$ cat config.mk
export PLATFORM = sky130hd
export DESIGN_NAME = banco_reg_param_flat
export DESIGN_NICKNAME = d
export VERILOG_FILES = /design/src/rtl/banco_reg_pkg.sv /design/src/rtl/banco_reg_if.sv /design/src/rtl/banco_reg_dump_fsm.sv /design/src/rtl/banco_reg_param.sv /design/src/flat_wrapper.sv
export SDC_FILE = /design/constraint.sdc
export NUM_CORES = 1
export LEC_CHECK = 0
export BUFFER_PORTS_ARGS = -buffer_cell sky130_fd_sc_hd__buf_2
export CORE_MARGIN = 3
export CORE_UTILIZATION = 59
export CTS_BUF_LIST = sky130_fd_sc_hd__clkbuf_8 sky130_fd_sc_hd__clkbuf_16
export DETAILED_ROUTE_END_ITERATION = 16
export PLACE_DENSITY = 0.85
export SYNTH_ARGS = -nofsm -noshare
export SYNTH_HDL_FRONTEND = slang
export SYNTH_SLANG_ARGS = --single-unit
$ cat constraint.sdc
create_clock -name clk -period 1.93 [get_ports clk]
set_clock_uncertainty 0.1 [all_clocks]
set_input_delay 0.0965 -clock clk [delete_from_list [all_inputs] [get_ports clk]]
set_output_delay 0.0965 -clock clk [all_outputs]
set_load 0.01 [all_outputs]
$ cat src/rtl/banco_reg_pkg.sv
// Shared constants and dump-engine state type for the register bank.
package banco_reg_pkg;

    localparam int unsigned DEF_DATA_W = 8;
    localparam int unsigned DEF_ADDR_W = 3;

    typedef enum logic [1:0] {
        DUMP_IDLE = 2'd0,
        DUMP_SEND = 2'd1,
        DUMP_DONE = 2'd2
    } dump_state_t;

endpackage

$ cat src/rtl/banco_reg_if.sv
// Datapath read/write port plus dump channel of the register bank.
// master = lock controller / debug consumer side, slave = the register bank.
interface banco_reg_if
    import banco_reg_pkg::*;
#(
    parameter int unsigned DATA_W = DEF_DATA_W,
    parameter int unsigned ADDR_W = DEF_ADDR_W
);
    logic              we3;
    logic [ADDR_W-1:0] wa3;
    logic [DATA_W-1:0] wd3;
    logic [ADDR_W-1:0] ra1;
    logic [ADDR_W-1:0] ra2;
    logic [DATA_W-1:0] rd1;
    logic [DATA_W-1:0] rd2;
    logic              dump_start;
    logic              dump_busy;
    logic              dump_valid;
    logic              dump_ready;
    logic [ADDR_W-1:0] dump_addr;
    logic [DATA_W-1:0] dump_data;
    logic              dump_done;

    modport master (
        output we3, wa3, wd3, ra1, ra2, dump_start, dump_ready,
        input  rd1, rd2, dump_busy, dump_valid, dump_addr, dump_data, dump_done
    );

    modport slave (
        input  we3, wa3, wd3, ra1, ra2, dump_start, dump_ready,
        output rd1, rd2, dump_busy, dump_valid, dump_addr, dump_data, dump_done
    );

endinterface

$ cat src/rtl/banco_reg_dump_fsm.sv
// Dump engine: walks addresses 0..DEPTH-1 over a valid/ready channel,
// then pulses done for one cycle before returning to idle.
module banco_reg_dump_fsm
    import banco_reg_pkg::*;
#(
    parameter int unsigned ADDR_W = DEF_ADDR_W
) (
    input  logic              clk,
    input  logic              rst_n,
    input  logic              i_start,
    input  logic              i_ready,
    output logic              o_busy,
    output logic              o_valid,
    output logic              o_done,
    output logic [ADDR_W-1:0] o_addr
);

    localparam logic [ADDR_W-1:0] LAST = '1;

    dump_state_t       r_state;
    dump_state_t       w_next;
    logic [ADDR_W-1:0] r_addr;
    logic              w_xfer;

    assign w_xfer = (r_state == DUMP_SEND) && i_ready;
    assign o_addr = r_addr;

    // State register and word address; address only returns to 0 via DONE.
    always_ff @(posedge clk or negedge rst_n) begin
        if (!rst_n) begin
            r_state <= DUMP_IDLE;
            r_addr  <= '0;
        end else begin
            r_state <= w_next;
            if (r_state == DUMP_DONE)
                r_addr <= '0;
            else if (w_xfer && (r_addr != LAST))
                r_addr <= r_addr + ADDR_W'(1);
        end
    end

    // Next-state: start is only looked at in IDLE, so starts while busy are dropped.
    always_comb begin
        w_next = r_state;
        case (r_state)
            DUMP_IDLE: if (i_start) w_next = DUMP_SEND;
            DUMP_SEND: if (w_xfer && (r_addr == LAST)) w_next = DUMP_DONE;
            DUMP_DONE: w_next = DUMP_IDLE;
            default:   w_next = DUMP_IDLE;
        endcase
    end

    // Handshake outputs decoded from state.
    always_comb begin
        o_busy  = 1'b0;
        o_valid = 1'b0;
        o_done  = 1'b0;
        case (r_state)
            DUMP_SEND: begin
                o_busy  = 1'b1;
                o_valid = 1'b1;
            end
            DUMP_DONE: begin
                o_busy = 1'b1;
                o_done = 1'b1;
            end
            default: ;
        endcase
    end

endmodule

$ cat src/rtl/banco_reg_param.sv
// Parametrised register file: two combinational read ports, one write port,
// optional hard-wired zero entry, optional write-through bypass, dump engine.
module banco_reg_param
    import banco_reg_pkg::*;
#(
    parameter int unsigned DATA_W   = DEF_DATA_W,
    parameter int unsigned ADDR_W   = DEF_ADDR_W,
    parameter bit          ZERO_REG = 1'b1,
    parameter bit          BYPASS   = 1'b1
) (
    input  logic          clk,
    input  logic          rst_n,
    banco_reg_if.slave    bus
);

    localparam int unsigned DEPTH = 2 ** ADDR_W;

    logic [DATA_W-1:0] r_mem [DEPTH];
    logic              w_wr_en;
    logic [DATA_W-1:0] w_rd1;
    logic [DATA_W-1:0] w_rd2;
    logic [DATA_W-1:0] w_dump_data;

    // A write to the hard-wired zero entry is dropped, which also keeps it out of the bypass.
    assign w_wr_en = bus.we3 && !(ZERO_REG && (bus.wa3 == '0));

    // Storage: cleared on reset, single synchronous write port.
    always_ff @(posedge clk or negedge rst_n) begin
        if (!rst_n) begin
            for (int unsigned i = 0; i < DEPTH; i++)
                r_mem[i] <= '0;
        end else if (w_wr_en) begin
            r_mem[bus.wa3] <= bus.wd3;
        end
    end

    // Read port 1: zero rule overrides bypass, bypass overrides storage.
    always_comb begin
        w_rd1 = r_mem[bus.ra1];
        if (BYPASS && w_wr_en && (bus.ra1 == bus.wa3)) w_rd1 = bus.wd3;
        if (ZERO_REG && (bus.ra1 == '0))               w_rd1 = '0;
    end

    // Read port 2: same priority as port 1.
    always_comb begin
        w_rd2 = r_mem[bus.ra2];
        if (BYPASS && w_wr_en && (bus.ra2 == bus.wa3)) w_rd2 = bus.wd3;
        if (ZERO_REG && (bus.ra2 == '0))               w_rd2 = '0;
    end

    // Dump word: live stored value, never bypassed.
    always_comb begin
        w_dump_data = r_mem[bus.dump_addr];
        if (ZERO_REG && (bus.dump_addr == '0)) w_dump_data = '0;
    end

    assign bus.rd1       = w_rd1;
    assign bus.rd2       = w_rd2;
    assign bus.dump_data = w_dump_data;

    banco_reg_dump_fsm #(
        .ADDR_W (ADDR_W)
    ) u_dump (
        .clk     (clk),
        .rst_n   (rst_n),
        .i_start (bus.dump_start),
        .i_ready (bus.dump_ready),
        .o_busy  (bus.dump_busy),
        .o_valid (bus.dump_valid),
        .o_done  (bus.dump_done),
        .o_addr  (bus.dump_addr)
    );

endmodule

$ cat src/flat_wrapper.sv
// flat-port wrapper written by rule: the top's interface ports become plain ports
module banco_reg_param_flat import banco_reg_pkg::*;
#(
    parameter int unsigned DATA_W   = DEF_DATA_W,
    parameter int unsigned ADDR_W   = DEF_ADDR_W,
    parameter bit          ZERO_REG = 1'b1,
    parameter bit          BYPASS   = 1'b1
)
  (clk, rst_n, bus_we3, bus_wa3, bus_wd3, bus_ra1, bus_ra2, bus_dump_start, bus_dump_ready, bus_rd1, bus_rd2, bus_dump_busy, bus_dump_valid, bus_dump_addr, bus_dump_data, bus_dump_done);
  banco_reg_if #(.DATA_W(DATA_W), .ADDR_W(ADDR_W)) bus_i ();
  input  logic clk;
  input  logic rst_n;
  input wire logic [$bits(bus_i.we3)-1:0] bus_we3;
  input wire logic [$bits(bus_i.wa3)-1:0] bus_wa3;
  input wire logic [$bits(bus_i.wd3)-1:0] bus_wd3;
  input wire logic [$bits(bus_i.ra1)-1:0] bus_ra1;
  input wire logic [$bits(bus_i.ra2)-1:0] bus_ra2;
  input wire logic [$bits(bus_i.dump_start)-1:0] bus_dump_start;
  input wire logic [$bits(bus_i.dump_ready)-1:0] bus_dump_ready;
  output wire logic [$bits(bus_i.rd1)-1:0] bus_rd1;
  output wire logic [$bits(bus_i.rd2)-1:0] bus_rd2;
  output wire logic [$bits(bus_i.dump_busy)-1:0] bus_dump_busy;
  output wire logic [$bits(bus_i.dump_valid)-1:0] bus_dump_valid;
  output wire logic [$bits(bus_i.dump_addr)-1:0] bus_dump_addr;
  output wire logic [$bits(bus_i.dump_data)-1:0] bus_dump_data;
  output wire logic [$bits(bus_i.dump_done)-1:0] bus_dump_done;
  assign bus_i.we3 = bus_we3;
  assign bus_i.wa3 = bus_wa3;
  assign bus_i.wd3 = bus_wd3;
  assign bus_i.ra1 = bus_ra1;
  assign bus_i.ra2 = bus_ra2;
  assign bus_i.dump_start = bus_dump_start;
  assign bus_i.dump_ready = bus_dump_ready;
  assign bus_rd1 = bus_i.rd1;
  assign bus_rd2 = bus_i.rd2;
  assign bus_dump_busy = bus_i.dump_busy;
  assign bus_dump_valid = bus_i.dump_valid;
  assign bus_dump_addr = bus_i.dump_addr;
  assign bus_dump_data = bus_i.dump_data;
  assign bus_dump_done = bus_i.dump_done;
  banco_reg_param #(.DATA_W(DATA_W), .ADDR_W(ADDR_W), .ZERO_REG(ZERO_REG), .BYPASS(BYPASS)) u_core (.clk(clk), .rst_n(rst_n), .bus(bus_i));
endmodule
==> qor.yml <==
run_status: "finished, violations left"
failed_checks: "negative setup slack"
yosysSeqAreaShare_pct: 38.9
core_area_sq_um: 7020
place.detailed.hpwl_um: 7510
leakage_nw: 2.40
mostFrequentLayoutCells: "68 x dfrtp_1, 63 x mux2_2, 45 x buf_2"
worst_r2r_endpoint: "u_core.u_dump.r_state[1]"
critical_path.endpoint: "bus_dump_data[0]"
initial_cell_density_of_the_core_pct: 63.2
r2r_setup_slack_ps: 210
max-clock-path-buffers: 2
synth-edff-count: 0
antenna_cells_inserted: 0
post-layout-total-power_w: 0.00581
period_minus_slack_ps: 2060
avgViaCountPerCell: 6.55
top_level_pins: 52
postSynth.asyncResetShare_pct: 100
critPathKind: "flop to primary output"
post-route-period-util_pct: 107
antenna_violations_before_repair: 0
cts_root_buf: "clkbuf_8"
mostFrequentLayoutCell: "dfrtp_1"
first_global_vias: 3538
ir_worst_vdd_uv: 626
grt.total_usage_pct: 28.7
setup.worst_path.start_class: "flop"
cts_tree: "built"
floorplan.die.height_um: 92.7
detailedRoute.firstIterationViolations: 272
ys_ff_latch: 69
worst-endpoint-arrival_ps: 1860
synthFlopType: "dfrtp_1"
grt_pass1_wl_um: 18700
achievable-frequency_ghz: 0.486
drv_slew: 0
worst_r2r_startpoint: "u_core.u_dump.o_addr[0]"
setup_slack_ps: -127
num-nets-final: 456
gp_congestion: 0.893
clock_sink_count: 69
post_route_cells_drive_above_1_share_pct: 53.0
synth_nets: 385
relSlewSlack_pct: 63.4
drt_wl_total_um: 11900
power.density_cell_area_nw_per_um2: 1080
detail_route.drc_violations: 0
report.final.hold_viol_count: 0
worst-slew-pin-transition_ps: 548
rows: 30
holdCritPathClass: "input pin to flop"
worst_skew_pair.late_latency_ps: 340
utilization_pct: 76.4
detailedRoute.firstPassIterationCount: 7
cts-buffers-inserted: 9
gr-total-overflow: 0
maximum_number_of_pins_on_one_net_before_global_route_repair: 70
synth.avg_cell_area_sq_um: 12.5
post_synth_num_cell_types: 41
io_buffers: 51
r2r.worst_path.cells: 7
synth-warning-count: 0
preCtsSetupSlack_ps: -54.4
syn-cell-area_sq_um: 4430
worst-endpoint-required_ps: 1730
postSynthCellCount: 356
setup_violations: 15
die_w_um: 92.7
h-tree-depth: 3
timing.critical_path.fanout_max: 10
maxCapViolations: 0
dr_total_vias: 3458
final_antenna_net_count: 0
die_area_sq_um: 8590
grt_setup_unrepaired: "yes"
fin_tns_setup_ps: -926
cts.clk_slew.worst_paths_ps: 80
critical_path.startpoint: "u_core.u_dump.o_addr[0]"
end_kind: "primary output"
routed_wire_length_per_instance_um: 22.5
layout-area-overhead-vs-synth_pct: 21.0
[worst min-delay path by stage]
stage	end	cells after the start	from
5_1_grt	u_core.r_mem[33]	2	bus_wd3[1]
2_1_floorplan	u_core.r_mem[0]	0	rst_n
3_5_place_dp	u_core.r_mem[51]	2	rst_n
6_report	u_core.r_mem[33]	2	bus_wd3[1]
3_3_place_gp	u_core.r_mem[59]	2	rst_n
4_1_cts	u_core.r_mem[49]	2	bus_wd3[1]
[layer usage]
metal  wire, um  global-route usage [%]  vias up
met3        907                    5.36       39
met1       4540                    36.8     1735
met2       6060                    49.0      193
met4        348                    10.3        0
li1           -                       -     1491
met5          0                       0        -
[flip-flops by register name, indices dropped and copies added, names as in the netlist]
name	cells
u_core.u_dump.r_state	2
u_core.u_dump.o_addr	3
u_core.r_mem	64
[cells in the mapped netlist, types with 7 or more instances]
cell	count	area share (%)
a211oi_1	8	1.4
a21oi_1	19	2.1
a22o_1	8	1.6
and2_1	8	1.1
buf_2	12	1.4
buf_4	7	1.2
clkbuf_1	13	1.1
dfrtp_1	69	39
ha_1	7	2.0
inv_1	7	0.59
mux2_2	69	18
mux2i_1	21	4.7
mux4_2	31	16
nand2_1	19	1.6
nor2_1	7	0.59
o21ai_0	9	1.0
[cells by family after synthesis]
group	after synthesis	share of synthesized area (%)
muxes	121	38.0
DFF	69	38.9
xor gates and xnor gates	5	0.988
AOI/OAI and AO/OA	59	8.95
and+or+nand+nor	51	6.29
buffers and inverters	44	4.85
adders and majority gates	7	1.98
[worst max-delay path, cell delays in order, from the launching register on]
cell and delay [ps]:
dfrtp_2 440, buf_12 160, mux4_2 510, a22o_1 260, buf_2 140
[metrics by stage]
stage               cell area (sq um)  hold WS [ps]  cells
floorplan                        4430          -299    356
global placement                 4870          45.4    492
detailed placement               4870          42.1    492
CTS                              5300          1.08    523
global route                     5360          8.37    528
finish                           5360          21.3    528
[final cells by class]
cell class,count,area (sq um)
Multi-Input combinational cell,243,2580
Sequential cell,69,1730
Fill cell,412,1660
Timing Repair Buffer,97,689
Clock buffer,9,124
Tap cell,96,120
Clock inverter,7,98.8
Inverter,7,26.3
[timing repair]
item,4_1_cts,5_1_grt
resized for setup,22,15
pin swaps,3,5
hold endpoints to repair,82,0
endpoints found under the setup margin,15,21
setup buffers,10,6
gates cloned,1,0
hold buffers,4,0
[report_power, final]
group	leakage [nW]	switching, W	internal [W]
clock	0.0981	0.000585	0.000731
sequential	0.848	0.000321	0.00175
combinational	1.46	0.00107	0.00136
total	2.40	0.00197	0.00384
Note: power is estimated with default switching activity, not from simulation.
